## src/rtl/instr_encoder_loader_if.sv

```systemverilog
// Field-form instruction stream into the loader and the imem write port out of it.
interface instr_encoder_loader_if #(
  parameter int ADDR_W = 8
) ();
  logic              in_valid;
  logic              in_ready;
  logic [2:0]        in_kind;
  logic [4:0]        rs;
  logic [4:0]        rt;
  logic [4:0]        rd;
  logic [5:0]        funct;
  logic [15:0]       imm;
  logic [25:0]       target;
  logic              mem_we;
  logic [ADDR_W-1:0] mem_addr;
  logic [31:0]       mem_wdata;

  modport master (
    output in_valid, in_kind, rs, rt, rd, funct, imm, target,
    input  in_ready, mem_we, mem_addr, mem_wdata
  );

  modport slave (
    input  in_valid, in_kind, rs, rt, rd, funct, imm, target,
    output in_ready, mem_we, mem_addr, mem_wdata
  );
endinterface

```

## src/rtl/instr_encoder_loader.sv

```systemverilog
// Encodes the control-unit MIPS subset into machine words and streams them
// sequentially into imem, one word per cycle, one cycle of write latency.
module instr_encoder_loader #(
  parameter int ADDR_W = 8
) (
  input  logic                  clk,
  input  logic                  reset,
  input  logic                  start,
  instr_encoder_loader_if.slave bus,
  output logic [ADDR_W:0]       count,
  output logic                  full,
  output logic                  err
);
  typedef enum logic [1:0] {IDLE, LOAD, FULL} state_t;

  localparam logic [ADDR_W:0] DEPTH_C = {1'b1, {ADDR_W{1'b0}}};

  state_t            state_reg, state_next;
  logic [ADDR_W:0]   count_reg, count_next;
  logic              err_reg, err_next;
  logic              mem_we_reg, mem_we_next;
  logic [ADDR_W-1:0] mem_addr_reg, mem_addr_next;
  logic [31:0]       mem_wdata_reg, mem_wdata_next;
  logic              ready;
  logic              legal;
  logic [31:0]       enc_word;

  always_comb begin
    enc_word = '0;
    legal    = 1'b1;
    case (bus.in_kind)
      3'd0:    enc_word = {6'b000000, bus.rs, bus.rt, bus.rd, 5'b00000, bus.funct};
      3'd1:    enc_word = {6'b001000, bus.rs, bus.rt, bus.imm};
      3'd2:    enc_word = {6'b100011, bus.rs, bus.rt, bus.imm};
      3'd3:    enc_word = {6'b101011, bus.rs, bus.rt, bus.imm};
      3'd4:    enc_word = {6'b000100, bus.rs, bus.rt, bus.imm};
      3'd5:    enc_word = {6'b000010, bus.target};
      default: legal    = 1'b0;
    endcase
  end

  always_comb begin
    state_next     = state_reg;
    count_next     = count_reg;
    err_next       = err_reg;
    mem_we_next    = 1'b0;
    mem_addr_next  = mem_addr_reg;
    mem_wdata_next = mem_wdata_reg;
    ready          = 1'b0;
    if (state_reg == LOAD) begin
      ready = !start && (count_reg != DEPTH_C);
    end
    if (start) begin
      // start wins over any offered instruction in the same cycle
      state_next = LOAD;
      count_next = '0;
      err_next   = 1'b0;
    end else if (ready && bus.in_valid) begin
      if (legal) begin
        mem_we_next    = 1'b1;
        mem_addr_next  = count_reg[ADDR_W-1:0];
        mem_wdata_next = enc_word;
        count_next     = count_reg + 1'b1;
        if (count_next == DEPTH_C) begin
          state_next = FULL;
        end
      end else begin
        err_next = 1'b1;
      end
    end
  end

  always_ff @(posedge clk) begin
    if (reset) begin
      state_reg     <= IDLE;
      count_reg     <= '0;
      err_reg       <= 1'b0;
      mem_we_reg    <= 1'b0;
      mem_addr_reg  <= '0;
      mem_wdata_reg <= '0;
    end else begin
      state_reg     <= state_next;
      count_reg     <= count_next;
      err_reg       <= err_next;
      mem_we_reg    <= mem_we_next;
      mem_addr_reg  <= mem_addr_next;
      mem_wdata_reg <= mem_wdata_next;
    end
  end

  assign bus.in_ready  = ready;
  assign bus.mem_we    = mem_we_reg;
  assign bus.mem_addr  = mem_addr_reg;
  assign bus.mem_wdata = mem_wdata_reg;
  assign count         = count_reg;
  assign full          = (count_reg == DEPTH_C);
  assign err           = err_reg;
endmodule
```

## src/flat_wrapper.sv

```systemverilog
// flat-port wrapper written by rule: the top's interface ports become plain ports
module instr_encoder_loader_flat 
#(
  parameter int ADDR_W = 8
)
  (clk, reset, start, count, full, err, bus_in_valid, bus_in_kind, bus_rs, bus_rt, bus_rd, bus_funct, bus_imm, bus_target, bus_in_ready, bus_mem_we, bus_mem_addr, bus_mem_wdata);
  instr_encoder_loader_if #(.ADDR_W(ADDR_W)) bus_i ();
  input  logic clk;
  input  logic reset;
  input  logic start;
  output logic [ADDR_W:0] count;
  output logic full;
  output logic err;
  input wire logic [$bits(bus_i.in_valid)-1:0] bus_in_valid;
  input wire logic [$bits(bus_i.in_kind)-1:0] bus_in_kind;
  input wire logic [$bits(bus_i.rs)-1:0] bus_rs;
  input wire logic [$bits(bus_i.rt)-1:0] bus_rt;
  input wire logic [$bits(bus_i.rd)-1:0] bus_rd;
  input wire logic [$bits(bus_i.funct)-1:0] bus_funct;
  input wire logic [$bits(bus_i.imm)-1:0] bus_imm;
  input wire logic [$bits(bus_i.target)-1:0] bus_target;
  output wire logic [$bits(bus_i.in_ready)-1:0] bus_in_ready;
  output wire logic [$bits(bus_i.mem_we)-1:0] bus_mem_we;
  output wire logic [$bits(bus_i.mem_addr)-1:0] bus_mem_addr;
  output wire logic [$bits(bus_i.mem_wdata)-1:0] bus_mem_wdata;
  assign bus_i.in_valid = bus_in_valid;
  assign bus_i.in_kind = bus_in_kind;
  assign bus_i.rs = bus_rs;
  assign bus_i.rt = bus_rt;
  assign bus_i.rd = bus_rd;
  assign bus_i.funct = bus_funct;
  assign bus_i.imm = bus_imm;
  assign bus_i.target = bus_target;
  assign bus_in_ready = bus_i.in_ready;
  assign bus_mem_we = bus_i.mem_we;
  assign bus_mem_addr = bus_i.mem_addr;
  assign bus_mem_wdata = bus_i.mem_wdata;
  instr_encoder_loader #(.ADDR_W(ADDR_W)) u_core (.clk(clk), .reset(reset), .start(start), .bus(bus_i), .count(count), .full(full), .err(err));
endmodule
```

## config.mk

```make
export PLATFORM = sky130hd
export DESIGN_NAME = instr_encoder_loader_flat
export DESIGN_NICKNAME = d
export VERILOG_FILES = /design/src/rtl/instr_encoder_loader_if.sv /design/src/rtl/instr_encoder_loader.sv /design/src/flat_wrapper.sv
export SDC_FILE = /design/constraint.sdc
export NUM_CORES = 1
export LEC_CHECK = 0
export BUFFER_PORTS_ARGS = -buffer_cell sky130_fd_sc_hd__buf_2
export CORE_ASPECT_RATIO = 0.9
export CORE_MARGIN = 2
export CORE_UTILIZATION = 40
export DETAILED_ROUTE_END_ITERATION = 10
export PLACE_DENSITY = 0.7
export SLEW_MARGIN = 20
export SYNTH_ARGS = -nofsm -noshare
export SYNTH_HDL_FRONTEND = slang
export SYNTH_SLANG_ARGS = --single-unit
```

## constraint.sdc

```tcl
create_clock -name clk -period 2.45 [get_ports clk]
set_input_delay 0 -clock clk [delete_from_list [all_inputs] [get_ports clk]]
set_output_delay 0 -clock clk [all_outputs]
set_load 0.01 [all_outputs]
```

==> flow_summary.ini, run 1 <==
[worst_setup_path]
cp-start-kind = flip-flop
worst_ep_required_time_ns = 2.69
path_cells = buf_4, ha_1, nand2_1, or4b_2, o211a_1, nor4_1, o21ba_2
critPathSlowestCell = sky130_fd_sc_hd__or4b_2
crit-reg2reg-launch = u_core.count[0]
timing.critical_path.fanout_max = 7
cp_data_arrival_time_ns = 2.52
critical_path.startpoint = u_core.count[0]
cp_slowest_stage_delay_ns = 0.60
setup.worst_path.class = flip-flop to flip-flop
critPathCaptureType = flip-flop

[final_layout]
antenna_cell_count = 0
syn_to_final_growth_pct = 27.1
seqCellArea_sq_um = 1020
fill_cells = 651
final_net_count = 526
multi_input_gate_area_sq_um = 1550
max_ffs_per_register = 30
layout-drive-gt1-share_pct = 36.8
fin_cells = 544

[worst_hold_path]
holdCritPathClass = input pin to flip-flop
launch_instance_of_the_worst_min_delay_path = bus_imm[15]

[placed_design]
detailed_place_hpwl_microns = 5690
place_congestion = 0.820
numPlacedInstances = 535
portBuffers = 121

[detailed_routing]
detail_route.wl_per_cell_microns = 14.1
via_per_inst = 5.24
drc = 0
detail_route.first_pass.iterations = 4
drt-initial-drc-count = 107
final_antenna_net_count = 0
finalWirelength_microns = 7650
via_count = 2850

[synth]
post_synth_inst_count = 344
netlist_area_sq_um = 2760
synth.area.top_cells = sky130_fd_sc_hd__dfxtp_1, sky130_fd_sc_hd__nor2_1, sky130_fd_sc_hd__a22oi_1
yosys.area.top_type = sky130_fd_sc_hd__dfxtp_1
yosysSeqAreaShare_pct = 37.0
ys_warn_count = 0
yosys_register_bits = 51
post_synth_num_cell_types = 43
mean_syn_cell_area_sq_um = 8.02
count_of_flip_flops_with_a_built_in_enable_after_synthesis = 0
postSynth.topFlopCell = sky130_fd_sc_hd__dfxtp_1
syn_nets = 417
synth_common_cells = sky130_fd_sc_hd__nor2_1, sky130_fd_sc_hd__dfxtp_1, sky130_fd_sc_hd__nand2_1, sky130_fd_sc_hd__a21oi_1, sky130_fd_sc_hd__a22oi_1
synth_top_cell_area_share_pct = 37.0
async_flop_share_pct = 0
yosys.cell_count.top_type = sky130_fd_sc_hd__nor2_1

[global_route]
grt_use_met1_pct = 27.4
initial_antenna_violation_count = 0
grt_met3_use_pct = 4.88
grt_max_degree = 29
number_of_global_route_vias_before_repair = 2632
globalRouteMet2Util_pct = 34.9
gr-usage-all-layers_pct = 20.7
most_utilized_layer_in_the_global_route_result = met2
gr-total-overflow = 0
grt_first_pass_wirelength_microns = 12800

[pwr]
static-leakage-power_nw = 1.56
pwrdens_nw_per_um2 = 470
ir_worst_vdd_mv = 0.223

[die]
fp-row-count = 28
io_pins = 123
core_area_sq_um = 6620
overall_die_area_sq_um = 7580
die_h_microns = 82.8
dieWidth_microns = 91.5
initial_core_util_pct = 41.7

[cts]
worst_setup_hold_path_clk_slew_ns = 0.09
tritoncts = built
cts.repair_timing.setup_buffer_count = 0
htreeDepth = 2
numCtsBuffers = 5
post_cts.resized_instances = 0
ctsHoldBuffers = 1
insertion_delay_ns = 0.29
clock_path_buffers = 2
clkSinkCount = 51
clockRootBuffer = sky130_fd_sc_hd__clkbuf_8

[timing]
hold_viol_final = 0
period_needed_ns = 2.28
slew_headroom_pct = 50.1
rsz0062_at_grt = no
clock.fmax_mhz = 439
timing.setup.tns_ns = 0
worstMarginPinSlew_ns = 0.746
post-route-period-util_pct = 92.9
final.setup_skew_ns = 0.00493
report.final.slew_viol_count = 0
setup_viol_count_final = 0
hold_ws_ns = 0.00717

[status]
status = completed

[flow_run]
cap_viol_max_count = 0
-- routing by layer --
metal / up-vias / share of wire (%)
li1: 1429 / -
met1: 1325 / 47
met2: 89 / 46
met3: 7 / 6.4
met4: 0 / 0.63
met5: - / 0
-- path summary, 6_finish.rpt --
check,to,slack [ns],cells after the start
setup reg to reg,u_core.state_reg[1],0.17,7
hold / removal,u_core.bus.mem_wdata[15],0.007,3
hold reg to reg,u_core.bus.mem_addr[7],0.45,2
setup / recovery,u_core.state_reg[1],0.17,7
-- stage by stage --
stage,power (W),area (sq um),setup WS (ns),util (%)
2_1_floorplan,0.00104,2760,0.302,-
3_3_place_gp,0.00114,3400,0.168,51.3
3_5_place_dp,0.00115,3400,0.158,51.3
4_1_cts,0.00166,3510,0.141,52.9
5_1_grt,0.00173,3510,0.0492,52.9
6_report,0.00165,3510,0.174,52.9
-- worst max-delay path: cells and delay by family, from the launching register on --
kind            cells  cell delay [ns]
simple gates        3             1.16
compound gates      2             0.33
flops               1             0.32
fa+ha+maj           1             0.25
buf+inv             1             0.16
-- area by class of cell --
cell class              instances  share of cell area (%)
well taps                      90                    3.21
flip-flops and latches         51                    29.1
inverters                       5                   0.535
multi-input cells             256                    44.1
clock buffers                   8                    2.86
repair buffers                134                    20.1
-- report_power, final --
part / switching, W / internal [W]
Sequential: 0.0000105 / 0.000848
Clock: 0.000259 / 0.000258
Combinational: 0.000152 / 0.000120
Total: 0.000422 / 0.00123
-- placed cells by master, fill, tap and decap left out, types with 7 or more instances in the layout --
cell	count
sky130_fd_sc_hd__dfxtp_1	51
sky130_fd_sc_hd__nor2_1	73
sky130_fd_sc_hd__nor3_1	20
sky130_fd_sc_hd__buf_2	121
sky130_fd_sc_hd__xor2_1	7
sky130_fd_sc_hd__a211oi_1	11
sky130_fd_sc_hd__mux2_2	11
sky130_fd_sc_hd__nand3_1	11
sky130_fd_sc_hd__a211oi_2	10
sky130_fd_sc_hd__a21oi_1	21
sky130_fd_sc_hd__clkbuf_8	7
sky130_fd_sc_hd__a22oi_1	21
sky130_fd_sc_hd__buf_4	12
sky130_fd_sc_hd__nand2_1	25
-- logic make-up after synthesis --
kind of cell             after synthesis  share of synthesized area [%]
flip-flops                            51                           37.0
adder cells (fa/ha/maj)                3                           1.36
AND/OR/NAND/NOR                      148                           23.6
AO/OA/AOI/OAI                         79                           21.8
multiplexers                          16                           6.30
other                                  1                          0.136
XOR/XNOR                               9                           2.86
buffers and inverters                 37                           6.94
(Power assumes the default switching activity.)
==> run 2, diff against run 1 <==
- REMOVE_ABC_BUFFERS: default -> 1
==> flow_summary.ini, run 2 (synthesized netlist as in run 1, its figures left out) <==
[worst_setup_path]
critPathCaptureType = flip-flop
cp-start-kind = flip-flop
worst_ep_required_time_ns = 2.70
critPathSlowestCell = sky130_fd_sc_hd__or4b_2
path_cells = buf_4, ha_1, nand2_1, or4b_2, o211a_1, nor4_1, o21ba_2
cp_data_arrival_time_ns = 2.52
timing.critical_path.fanout_max = 7
cp_slowest_stage_delay_ns = 0.59
setup.worst_path.class = flip-flop to flip-flop

[pwr]
proportion_of_total_power_due_to_net_switching_pct = 25.3
switchingPower_w = 0.000416
ir_worst_vdd_mv = 0.230
p_seq_share_pct = 52.1
p_clk_share_pct = 31.2
internal_power_w = 0.00123
pwrdens_nw_per_um2 = 466
static-leakage-power_nw = 1.56
comb_power_share_pct = 16.7

[final_layout]
multi_input_gate_area_sq_um = 1550
layout-drive-gt1-share_pct = 36.4
fill_cells = 620
antenna_cell_count = 0
seqCellArea_sq_um = 1020
max_ffs_per_register = 30
mostFrequentLayoutCell = sky130_fd_sc_hd__buf_2
syn_to_final_growth_pct = 27.9
final_net_count = 528
layout.cells.most_common_list = sky130_fd_sc_hd__buf_2, sky130_fd_sc_hd__nor2_1, sky130_fd_sc_hd__dfxtp_1

[timing]
hold_ws_ns = 0.00552
period_needed_ns = 2.27
final.setup_skew_ns = 0.00624
report.final.slew_viol_count = 0
setup_viol_count_final = 0
rsz0062_at_grt = no
worstMarginPinSlew_ns = 0.730
post-route-period-util_pct = 92.8
hold_viol_final = 0
clock.fmax_mhz = 440
timing.setup.tns_ns = 0
slew_headroom_pct = 51.2

[global_route]
grt_first_pass_wirelength_microns = 11900
grt_max_degree = 47
number_of_global_route_vias_before_repair = 2467
gr-usage-all-layers_pct = 19.3
initial_antenna_violation_count = 0
gr-total-overflow = 0

[die]
fp-row-count = 28
dieWidth_microns = 91.5
io_pins = 123
die_h_microns = 82.8
core_area_sq_um = 6620
overall_die_area_sq_um = 7580
initial_core_util_pct = 41.7

[detailed_routing]
detail_route.wl_per_cell_microns = 13.6
via_count = 2805
drt-initial-drc-count = 129
final_antenna_net_count = 0
via_per_inst = 5.14
drc = 0
finalWirelength_microns = 7430
detail_route.first_pass.iterations = 4

[cts]
insertion_delay_ns = 0.30
tritoncts = built
cts.repair_timing.setup_buffer_count = 0
worst_setup_hold_path_clk_slew_ns = 0.09
htreeDepth = 2
clockRootBuffer = sky130_fd_sc_hd__clkbuf_8
numCtsBuffers = 5
clock_path_buffers = 2
clkSinkCount = 51

[flow_run]
cap_viol_max_count = 0

[status]
status = completed

[worst_hold_path]
holdCritPathClass = input pin to flip-flop

[placed_design]
place_congestion = 0.880
portBuffers = 121
detailed_place_hpwl_microns = 5420
[run 2: changes by cell type in the layout (fill, tap and decap cells not counted)]
cell                            delta
sky130_fd_sc_hd__buf_4             -1
sky130_fd_sc_hd__and2_4            +1
sky130_fd_sc_hd__and2_2            -1
sky130_fd_sc_hd__dlygate4sd3_1     +3
[run 2: routing by layer]
layer	wire length [microns]	global-route usage (%)	share of wire (%)
met1	3450	25.2	46
met2	3330	32.0	45
met3	588	5.78	7.9
met4	60	4.24	0.81
met5	0	0	0
[run 2: worst max-delay path: cells and delay by family, from the launching register on]
family	cells	cell delay, ns
AOI/OAI and AO/OA	2	0.34
adders and majority gates	1	0.26
buffers and inverters	1	0.16
DFF	1	0.32
and+or+nand+nor	3	1.14
[run 2: worst paths after layout]
| kind | depth (start not counted) | start | to | slack [ns] |
|---|---|---|---|---|
| setup / recovery | 7 | u_core.count[0] | u_core.state_reg[1] | 0.18 |
| hold / removal | 3 | bus_imm[12] | u_core.bus.mem_wdata[12] | 0.006 |
| setup reg to reg | 7 | u_core.count[0] | u_core.state_reg[1] | 0.18 |
| hold reg to reg | 2 | u_core.bus.mem_addr[3] | u_core.bus.mem_addr[3] | 0.46 |
[run 2: timing repair]
action	4_1_cts	5_1_grt
gates resized for setup	0	1
setup endpoints to repair	0	29
hold buffers	4	0
hold endpoints to repair	4	0
[run 2: power by group through the flow]
stage                     clock network, W  registers [W]  logic [W]
after floorplan                          0       0.000886   0.000123
after global placement                   0       0.000876   0.000264
after detailed placement                 0       0.000877   0.000270
after CTS                         0.000537       0.000857   0.000275
after global routing              0.000570       0.000860   0.000305
final                             0.000514       0.000857   0.000274
[run 2: area by class of cell]
| type | count | area share, % |
|---|---|---|
| Tap cell | 90 | 3.19 |
| Multi-Input combinational cell | 256 | 43.9 |
| Clock buffer | 8 | 2.84 |
| Timing Repair Buffer | 136 | 20.6 |
| Sequential cell | 51 | 28.9 |
| Inverter | 5 | 0.532 |
[run 2: through the flow]
stage                     instances  power [W]  util [%]  area [sq um]  setup slack (ns)
after CTS                       546    0.00167      53.3          3530            0.0598
after floorplan                 312    0.00101         -          2590            -0.257
after detailed placement        534    0.00115      51.2          3390            0.0763
final                           546    0.00165      53.3          3530             0.177
after global placement          534    0.00114      51.2          3390             0.144
after global routing            546    0.00174      53.3          3530            0.0725
==> run 3, diff against run 2 <==
- SETUP_SLACK_MARGIN: default -> 0.3
==> flow_summary.ini, run 3 (synthesized netlist as in run 1, its figures left out) <==
[cts]
insertion_delay_ns = 0.30
clock_path_buffers = 2
numCtsBuffers = 5
clockRootBuffer = sky130_fd_sc_hd__clkbuf_8
worst_setup_hold_path_clk_slew_ns = 0.09
clkSinkCount = 51
tritoncts = built
htreeDepth = 2

[placed_design]
numPlacedInstances = 534
detailed_place_hpwl_microns = 5420
place_congestion = 0.880
portBuffers = 121

[global_route]
grt_first_pass_wirelength_microns = 11900
gr-usage-all-layers_pct = 19.4
globalRouteMet2Util_pct = 31.8
initial_antenna_violation_count = 0
gr-total-overflow = 0
most_utilized_layer_in_the_global_route_result = met2
grt_met3_use_pct = 5.78
grt_max_degree = 47
grt_use_met1_pct = 25.3
number_of_global_route_vias_before_repair = 2460

[timing]
hold_ws_ns = 0.00762
setup_viol_count_final = 0
clock.fmax_mhz = 484
worstMarginPinSlew_ns = 0.705
timing.setup.tns_ns = 0
slew_headroom_pct = 52.9
report.final.slew_viol_count = 0
final.setup_skew_ns = 0.00650
rsz0062_at_grt = no
hold_viol_final = 0
period_needed_ns = 2.07
post-route-period-util_pct = 84.3

[flow_run]
cap_viol_max_count = 0

[die]
die_h_microns = 82.8
initial_core_util_pct = 41.7
fp-row-count = 28
dieWidth_microns = 91.5
io_pins = 123
core_area_sq_um = 6620
overall_die_area_sq_um = 7580

[worst_hold_path]
holdCritPathClass = input pin to flip-flop

[worst_setup_path]
timing.reg2reg.setup_slack_ns = 0.38
cp-start-kind = flip-flop
cp_data_arrival_time_ns = 2.26
worst_ep_required_time_ns = 2.65
critPathCaptureType = flip-flop
timing.critical_path.fanout_max = 8
setup.worst_path.class = flip-flop to flip-flop

[final_layout]
multi_input_gate_area_sq_um = 1620
layout-drive-gt1-share_pct = 38.6
layout.cells.most_common_list = sky130_fd_sc_hd__buf_2, sky130_fd_sc_hd__nor2_1, sky130_fd_sc_hd__dfxtp_1
fill_cells = 610
final_net_count = 531
fin_cells = 549
antenna_cell_count = 0
syn_to_final_growth_pct = 32.2
share_of_the_core_filled_with_cells_in_the_final_layout_pct = 55.1
seqCellArea_sq_um = 1020
mostFrequentLayoutCell = sky130_fd_sc_hd__buf_2
max_ffs_per_register = 30

[detailed_routing]
drc = 0
detail_route.first_pass.iterations = 4
finalWirelength_microns = 7940
via_per_inst = 5.24
final_antenna_net_count = 0
drt-initial-drc-count = 165
via_count = 2875
detail_route.wl_per_cell_microns = 14.5

[pwr]
ir_worst_vdd_mv = 0.233
totalPowerFinal_w = 0.00166
pwrdens_nw_per_um2 = 455
static-leakage-power_nw = 1.62

[status]
status = completed
## run 3: cell count changes in the layout (fill, tap and decap cells not counted), moves of 2 or more
| cell | delta |
|---|---|
| sky130_fd_sc_hd__nand2_4 | +2 |
| sky130_fd_sc_hd__dfxtp_2 | +2 |
| sky130_fd_sc_hd__dfxtp_1 | -2 |
| sky130_fd_sc_hd__nand2_1 | -2 |
| sky130_fd_sc_hd__buf_8 | +2 |
## run 3: area by class of cell
class,instances,area share [%]
clock buffers,8,2.74
repair buffers,138,21.3
inverters,5,0.515
flip-flops and latches,51,28.1
well taps,90,3.09
multi-input cells,257,44.3
## run 3: worst max-delay path, stage by stage, from the launching register on
cell and delay [ns]:
sky130_fd_sc_hd__dfxtp_2 0.33, sky130_fd_sc_hd__inv_1 0.05, sky130_fd_sc_hd__ha_1 0.12, sky130_fd_sc_hd__or4b_1 0.48
sky130_fd_sc_hd__o311a_4 0.43, sky130_fd_sc_hd__nand2_4 0.13, sky130_fd_sc_hd__buf_8 0.15, sky130_fd_sc_hd__nor4_4 0.05
sky130_fd_sc_hd__o21ba_2 0.22
## run 3: path summary, 6_finish.rpt
check / start / end / depth (start not counted)
worst min-delay path: bus_imm[0] / u_core.bus.mem_wdata[0] / 3
worst max-delay path: u_core.count[1] / u_core.state_reg[1] / 8
worst min register to register: u_core.bus.mem_addr[3] / u_core.bus.mem_addr[3] / 2
worst max register to register: u_core.count[1] / u_core.state_reg[1] / 8
## run 3: what timing repair did
| action | in CTS | in global routing |
|---|---|---|
| setup buffers | 0 | 1 |
| pin swaps | 0 | 4 |
| hold endpoints to repair | 4 | 0 |
| cloned | 0 | 2 |
| gates resized for setup | 5 | 13 |
| endpoints found under the setup margin | 38 | 40 |
| hold buffers | 4 | 0 |
## run 3: stage by stage
stage / setup slack, ns / instance area, sq um
2_1_floorplan: -0.257 / 2590
3_3_place_gp: 0.144 / 3390
3_5_place_dp: 0.0763 / 3390
4_1_cts: 0.307 / 3550
5_1_grt: 0.300 / 3650
6_report: 0.385 / 3650
## run 3: where the power goes
part | internal [W] | switching [W]
combinational | 0.000129 | 0.000155
sequential | 0.000848 | 0.00000945
clock | 0.000258 | 0.000259
total | 0.00123 | 0.000424
## run 3: layer usage
layer	vias up	share of wire, %
met4	0	1.1
met3	12	8.7
li1	1440	-
met1	1292	45
met5	-	0
met2	131	46
